File: src/rtl/br_resolve_ctrl_pkg.sv
// Shared LC-3b types for the branch-resolution slice: nzp/word types, BR FSM states, CC reset value.
// Latency: n/a (types, constants and a pure helper function only).
// Backpressure: n/a.
package br_resolve_ctrl_pkg;

  typedef logic [2:0]  lc3b_nzp;
  typedef logic [15:0] lc3b_word;

  typedef enum logic [1:0] {
    IDLE = 2'd0,
    WAIT = 2'd1,
    ACK  = 2'd2
  } lc3b_br_state;

  localparam lc3b_nzp CC_RESET_VAL = 3'b010;

  // A branch is taken when any condition bit it asks for is set in CC.
  function automatic logic nzp_match(input lc3b_nzp br_nzp, input lc3b_nzp cc);
    return |(br_nzp & cc);
  endfunction

endpackage

File: src/rtl/br_resolve_ctrl_cc_gen.sv
// Derives the LC-3b nzp condition code from a 16-bit result word.
// Latency: combinational, zero cycles.
// Backpressure: none; pure function of the input word.
module cc_gen
  import br_resolve_ctrl_pkg::*;
(
  input  logic [15:0] word,
  output logic [2:0]  nzp
);

  // Sign bit wins, then zero test, otherwise positive.
  always_comb begin
    nzp = 3'b001;
    if (word[15]) begin
      nzp = 3'b100;
    end else if (word == 16'h0000) begin
      nzp = 3'b010;
    end
  end

endmodule

File: src/rtl/br_resolve_ctrl.sv
// Owns the architectural CC register, counts CC writers in flight, and resolves BR requests once CC is final.
// Latency: a resolvable BR is acked one cycle after first presentation; back-to-back BRs see a 1-cycle bubble.
// Backpressure: stall is raised while a BR waits for older CC writers; br_req must be held until br_ack.
module br_resolve_ctrl
  import br_resolve_ctrl_pkg::*;
#(
  parameter int          MAX_INFLIGHT = 3,
  parameter int          CNT_W        = 2,
  parameter logic [2:0]  CC_RESET     = CC_RESET_VAL
) (
  input  logic        clk,
  input  logic        reset,
  input  logic        cc_issue,
  input  logic        cc_wb,
  input  logic [15:0] cc_wdata,
  input  logic        br_req,
  input  logic [2:0]  br_nzp,
  input  logic [15:0] br_target,
  output logic        br_ack,
  output logic        br_taken,
  output logic [15:0] pc_redirect,
  output logic        flush,
  output logic        stall,
  output logic [2:0]  cc,
  output logic        cnt_err
);

  localparam logic [CNT_W-1:0] MAX_CNT = CNT_W'(MAX_INFLIGHT);
  localparam logic [CNT_W-1:0] ONE_CNT = CNT_W'(1);

  lc3b_br_state     state, state_nxt;
  logic [CNT_W-1:0] pending;
  lc3b_nzp          wb_nzp;
  lc3b_nzp          eff_cc;
  logic             resolvable;
  logic             take_now;
  logic             latch_en;
  logic             taken_q;
  lc3b_word         target_q;

  cc_gen u_cc_gen (
    .word (cc_wdata),
    .nzp  (wb_nzp)
  );

  // Forward writeback CC in the same cycle so a BR behind the last writer resolves without a bubble.
  always_comb begin
    eff_cc = cc;
    if (cc_wb) begin
      eff_cc = wb_nzp;
    end
  end

  // CC is final when no older writer remains, counting the one writing back now; nzp 000/111 never depend on CC.
  always_comb begin
    resolvable = 1'b0;
    if (br_req) begin
      if ((br_nzp == 3'b000) || (br_nzp == 3'b111)) begin
        resolvable = 1'b1;
      end else if ((pending == '0) && !cc_issue) begin
        resolvable = 1'b1;
      end else if ((pending == ONE_CNT) && cc_wb && !cc_issue) begin
        resolvable = 1'b1;
      end
    end
    take_now = nzp_match(br_nzp, eff_cc);
  end

  // Next-state logic; latch_en marks the cycle the decision and target are captured.
  always_comb begin
    state_nxt = state;
    latch_en  = 1'b0;
    case (state)
      IDLE: begin
        if (br_req && resolvable) begin
          state_nxt = ACK;
          latch_en  = 1'b1;
        end else if (br_req) begin
          state_nxt = WAIT;
        end
      end
      WAIT: begin
        if (!br_req) begin
          state_nxt = IDLE;
        end else if (resolvable) begin
          state_nxt = ACK;
          latch_en  = 1'b1;
        end
      end
      ACK: begin
        state_nxt = IDLE;
      end
      default: begin
        state_nxt = IDLE;
      end
    endcase
  end

  // State register plus latched resolution result.
  always_ff @(posedge clk) begin
    if (reset) begin
      state    <= IDLE;
      taken_q  <= 1'b0;
      target_q <= 16'h0000;
    end else begin
      state <= state_nxt;
      if (latch_en) begin
        taken_q  <= take_now;
        target_q <= br_target;
      end
    end
  end

  // Architectural CC and in-flight bookkeeping run in every FSM state; over/underflow holds and flags sticky error.
  always_ff @(posedge clk) begin
    if (reset) begin
      cc      <= CC_RESET;
      pending <= '0;
      cnt_err <= 1'b0;
    end else begin
      if (cc_wb) begin
        cc <= wb_nzp;
      end
      if (cc_issue && !cc_wb) begin
        if (pending == MAX_CNT) begin
          cnt_err <= 1'b1;
        end else begin
          pending <= pending + ONE_CNT;
        end
      end else if (cc_wb && !cc_issue) begin
        if (pending == '0) begin
          cnt_err <= 1'b1;
        end else begin
          pending <= pending - ONE_CNT;
        end
      end
    end
  end

  // Outputs are qualified by the ACK state so taken/flush only ever pulse alongside br_ack.
  always_comb begin
    br_ack      = (state == ACK);
    br_taken    = br_ack & taken_q;
    flush       = br_ack & taken_q;
    pc_redirect = target_q;
    stall       = br_req & ~resolvable & (state != ACK);
  end

endmodule

File: config.mk
export PLATFORM = sky130hd
export DESIGN_NAME = br_resolve_ctrl
export DESIGN_NICKNAME = d
export VERILOG_FILES = /design/src/rtl/br_resolve_ctrl_pkg.sv /design/src/rtl/br_resolve_ctrl_cc_gen.sv /design/src/rtl/br_resolve_ctrl.sv
export SDC_FILE = /design/constraint.sdc
export NUM_CORES = 1
export LEC_CHECK = 0
export CORE_MARGIN = 2
export CORE_UTILIZATION = 40
export CTS_CLUSTER_DIAMETER = 40
export DETAILED_ROUTE_END_ITERATION = 6
export HOLD_SLACK_MARGIN = 0.1
export MAX_ROUTING_LAYER = met4
export PLACE_DENSITY = 0.8
export SLEW_MARGIN = 20
export SYNTH_ARGS = -nofsm -noshare
export SYNTH_HDL_FRONTEND = slang
export SYNTH_HIERARCHICAL = 1
export SYNTH_SLANG_ARGS = --single-unit
File: constraint.sdc
create_clock -name clk -period 1.8 [get_ports clk]
set_input_delay 0.36 -clock clk [delete_from_list [all_inputs] [get_ports clk]]
set_output_delay 0.36 -clock clk [all_outputs]
set_load 0.02 [all_outputs]
# Word level (Yosys, flattened, before mapping)
# Cells that the tools add are included.
[op_classes]
reduce_logical = 19
eq_ne = 11
bitwise = 5
n_addsub = 2
n_mux = 24
[ops]
columns = ["cell", "count"]
rows = [
  ["2-bit 2-to-1 mux", 9],
  ["16-bit zero test", 1],
  ["1-bit 2-to-1 mux", 11],
  ["1-bit logical AND", 6],
  ["3-bit 2-to-1 mux", 2],
  ["2-bit inequality test (second input constant)", 3],
  ["3-bit inequality test (second input constant)", 2],
  ["3-bit AND reduction", 2],
  ["2-bit by 1-bit equality test with 1-bit output (second input constant)", 2],
  ["2-bit equality test (second input constant)", 2],
  ["2-bit zero test", 2],
  ["2-bit case mux with 2 select lines", 1],
  ["2-bit nonzero test", 2],
  ["1-bit bitwise AND", 3],
  ["3-bit bitwise AND", 1],
  ["3-bit equality test (second input constant)", 1],
  ["3-bit zero test", 1],
  ["3-bit OR reduction", 1],
  ["2-bit by 1-bit adder with 2-bit output (second input constant)", 1],
  ["1-bit zero test", 2],
  ["2-bit by 1-bit inequality test with 1-bit output (second input constant)", 1],
  ["1-bit case mux with 2 select lines", 1],
  ["2-bit AND reduction", 1],
  ["2-bit by 1-bit subtractor with 2-bit output (second input constant)", 1],
  ["other kinds (2)", 2],
]
[word_totals]
output_inout_bits = 24
ff_bits = 25

# Longest topological paths before layout
[depth]
word_depth = 10
mapped_depth = 8

# Modules after synthesis
# The synthesis kept the hierarchy.
[by_module_without_submodules]
columns = ["mod", "seq_area_each_um2", "cells_per_inst", "n_inst", "area_per_inst_um2"]
rows = [
  ["br_resolve_ctrl", 500.5, 126, 1, 1252.5],
  ["cc_gen", 0.0, 7, 1, 50.0],
]

# Worst setup path after synthesis
# No wires, ideal clock.
[synth_path]
path_kind = "flip-flop to output port"
from = "reg pending[0]"
to = "out stall"
path_buffers = 2
path_slack_ps = -215
arrival_ps = 1655
stages_incl_launch_ff = 8
path_cell_list = "dfxtp_1 > inv_1 > ha_1 > a21oi_1 > o211ai_2 > buf_6 > buf_6 > nor3b_1"
[synth_via]
elab_chain_cells = 10
elab_cells_between_ends = 12
classes_between = "eq/ne (1); mux (4); bitwise (3); reduce/logical (4)"
[synth_lines]
columns = ["item", "line", "text"]
rows = [
  ["start, declared", "br_resolve_ctrl.sv:32", "logic [CNT_W-1:0] pending;"],
  ["start signal, assigned", "br_resolve_ctrl.sv:128", "pending <= pending + ONE_CNT;"],
  ["start signal, assigned", "br_resolve_ctrl.sv:134", "pending <= pending - ONE_CNT;"],
  ["2-bit by 1-bit equality test with 1-bit output", "br_resolve_ctrl.sv:62", "end else if ((pending == ONE_CNT) && cc_wb && !cc_issue) begin"],
  ["1-bit logical AND (2 in series)", "br_resolve_ctrl.sv:62", ""],
  ["1-bit 2-to-1 mux", "br_resolve_ctrl.sv:62", ""],
  ["1-bit 2-to-1 mux *", "br_resolve_ctrl.sv:60", "end else if ((pending == '0) && !cc_issue) begin"],
  ["1-bit 2-to-1 mux *", "br_resolve_ctrl.sv:58", "if ((br_nzp == 3'b000) || (br_nzp == 3'b111)) begin"],
  ["1-bit 2-to-1 mux *", "br_resolve_ctrl.sv:57", "if (br_req) begin"],
  ["1-bit inverter *", "br_resolve_ctrl.sv:146", "stall = br_req & ~resolvable & (state != ACK);"],
  ["1-bit bitwise AND * (2 in series)", "br_resolve_ctrl.sv:146", ""],
  ["end, declared", "br_resolve_ctrl.sv:23", "output logic stall,"],
]
# Every way passes the cells marked *; elsewhere a longest branch is shown, timed or not.

# Worst setup path in the final report
[layout_path]
from = "in br_nzp[2]"
to = "out stall"
[layout_via]
elab_chain_cells = 7
elab_cells_between_ends = 8
classes_between = "eq/ne (1); mux (2); bitwise (3); reduce/logical (2)"
[layout_lines]
columns = ["item", "line", "text"]
rows = [
  ["start, declared", "br_resolve_ctrl.sv:17", "input logic [2:0] br_nzp,"],
  ["3-bit equality test / 3-bit zero test (equally long branches)", "br_resolve_ctrl.sv:58", ""],
  ["1-bit logical OR *", "br_resolve_ctrl.sv:58", ""],
  ["1-bit 2-to-1 mux *", "br_resolve_ctrl.sv:58", ""],
  ["1-bit 2-to-1 mux *", "br_resolve_ctrl.sv:57", ""],
  ["1-bit inverter *", "br_resolve_ctrl.sv:146", ""],
  ["1-bit bitwise AND * (2 in series)", "br_resolve_ctrl.sv:146", ""],
]
# Marks and branches as above.

==> flow_summary.ini <==
[grt]
grt_first_pass_wirelength_um = 5200
grt_start_max_net_pins = 42
first_global_vias = 1172
track_usage_pct = 19.3
overflow = 0
antenna_found_initial = 0

[setup_path]
critPathMaxFanout = 3
critical_path_class = input pin to primary output
critPathArrivalTime_ns = 1.53
end_kind = primary output
start_kind = input pin
cp.required_ns = 1.44

[yosys]
yosys_warnings = 6
yosysSeqAreaShare_pct = 38.4
ys_types = 34
syn_inst = 133
async_flop_share_pct = 0
syn-cell-area_sq_um = 1300
synth_nets = 177
yosys_register_bits = 25
synth_area_per_cell_sq_um = 9.79
yosys_most_used_dff = dfxtp_1
synth_edf_count = 0

[status]
violations = negative setup slack
outcome = complete, but fails checks

[final_layout]
drive_gt1_share_pct = 24.6
final_core_util_pct = 68.5
syn_to_final_growth_pct = 61.8
nets = 248
antenna-diode-count = 0
final_area_sq_um = 2110

[sta]
fin_crit_sh_pct = 105
rsz0062_at_grt = true
fmax_ghz = 0.529
hold_slack_ns = 0.480
slew_violations = 0
setup_viol = 11
finClkSkew_ns = 0.00349
max_slew_margin_pct = 74.8
hold_viol = 0
period_needed_ns = 1.89
tightest_slew_ns = 0.368
fin_ws_ns = -0.0907

[die]
die_area_sq_um = 3730
die_h_um = 61.1
die_w_um = 61.1
fp.coreArea_sq_um = 3080
ios = 64
initial_utilization_pct = 42.3
row_count = 20

[routing]
highest_layer = met4
wl_met1_um = 1350
antenna_left = 0
drt-initial-drc-count = 24
wl_per_cell_um = 13.2
drc_errors = 0
wl_met3_um = 113
dr.pass1.iters = 4
avgViaCountPerCell = 4.85
totalWireLength_um = 3250
route.vias.total = 1198
met2WireLength_um = 1730

[power]
power.leakage_nw = 0.772
ir_drop_mv = 0.555
power_w = 0.00148
power_density_nw_per_um2 = 704

[clock_network]
path_clk_slew_ns = 0.13
clkLatencyLatePin_ns = 0.31
cts_hold_buf = 0
htreeDepth = 1
cts.sinks = 25
root_buffer = clkbuf_4
cts_tree = done
ctsLongestPathBuffers = 2
cts_made_buffers = 3

[placement]
io_buffers = 63
hpwl_um = 2500
placed_area_sq_um = 1990
gp_congestion = 0.871
dp_slack_ns = -0.500

[hold_path]
worstHoldPathType = flop to flop

[flow_run]
drv_cap = 0
==> metrics by stage <==
step           std cells  TNS (ns)
2_1_floorplan        133         0
3_3_place_gp         238     -6.79
3_5_place_dp         238     -8.00
4_1_cts              245    -0.201
5_1_grt              247     -1.65
6_report             247    -0.168
==> cells in the mapped netlist (3+ instances only) <==
library cell	n	area, sq um
o21ai_2	10	87.6
inv_1	4	15.0
ha_1	4	50.1
nor2_1	5	18.8
nor4_1	4	25.0
o21ai_0	6	30.0
mux2_2	3	33.8
nor2b_1	7	43.8
dfxtp_1	25	500
clkbuf_1	5	18.8
nor3b_1	3	22.5
nand2b_1	17	106
nand4b_1	16	140
==> repair_timing <==
action                                  4_1_cts  5_1_grt
gates resized for setup                      13       11
cloned                                        0        0
buffers inserted                              3        2
endpoints found under the setup margin       22       21
pin swaps                                     1        4
==> area by class of cell <==
| type | instances | area, sq um |
|---|---|---|
| Inverter | 4 | 15.0 |
| Clock inverter | 1 | 5.00 |
| Sequential cell | 25 | 503 |
| Fill cell | 246 | 971 |
| Clock buffer | 3 | 22.5 |
| Tap cell | 44 | 55.1 |
| Timing Repair Buffer | 78 | 771 |
| Multi-Input combinational cell | 92 | 736 |
==> flip-flops by register name (all words and copies together) (netlist names) <==
signal       count
cc               3
cnt_err          1
pc_redirect     16
pending          2
state            2
taken_q          1
==> placed cells by master (no fill, tap or decap), drive strengths merged, types with 2 or more instances in the layout <==
cell and count:
a21oi 3, and2 2, buf 16, clkbuf 5, clkdlybuf4s50 59, dfxtp 25, ha 4, inv 4
mux2 3, nand2b 17, nand4b 16, nor2 5, nor2b 7, nor3b 3, nor4 4, o21ai 16
==> cell families after synthesis <==
| group | after synthesis | synth area share [%] |
|---|---|---|
| DFF | 25 | 38.4 |
| adders and majority gates | 4 | 3.84 |
| AOI/OAI and AO/OA | 25 | 14.6 |
| xor gates and xnor gates | 1 | 0.673 |
| and+or+nand+nor | 58 | 30.5 |
| buffers and inverters | 16 | 8.55 |
| muxes | 4 | 3.36 |
==> routing by layer <==
layer / vias up / global-route usage, %
met5: - / -
met3: 4 / 3.15
met4: 0 / 8.39
met1: 548 / 22.8
li1: 616 / -
met2: 30 / 32.2
==> report_power, final <==
group | switching [W] | total (W) | internal, W
Clock | 0.000162 | 0.000245 | 0.0000830
Combinational | 0.000266 | 0.000598 | 0.000332
Sequential | 0.0000309 | 0.000640 | 0.000609
Total | 0.000459 | 0.00148 | 0.00102
==> path summary, 6_finish.rpt <==
kind | start | end | slack (ns) | depth (start not counted)
worst max-delay path | br_nzp[2] | stall | -0.09 | 5
worst min-delay path | pc_redirect[0] | pc_redirect[0] | 0.48 | 2
worst max register to register | pending[1] | state[1] | 0.10 | 8
worst min register to register | pc_redirect[0] | pc_redirect[0] | 0.48 | 2
==> critical path, stage by stage <==
cell             delay (ns)
clkdlybuf4s50_1        0.44
or3_1                  0.41
o211ai_2               0.11
nor3b_4                0.07
buf_6                  0.13
Power figures use the tool's default switching activity.
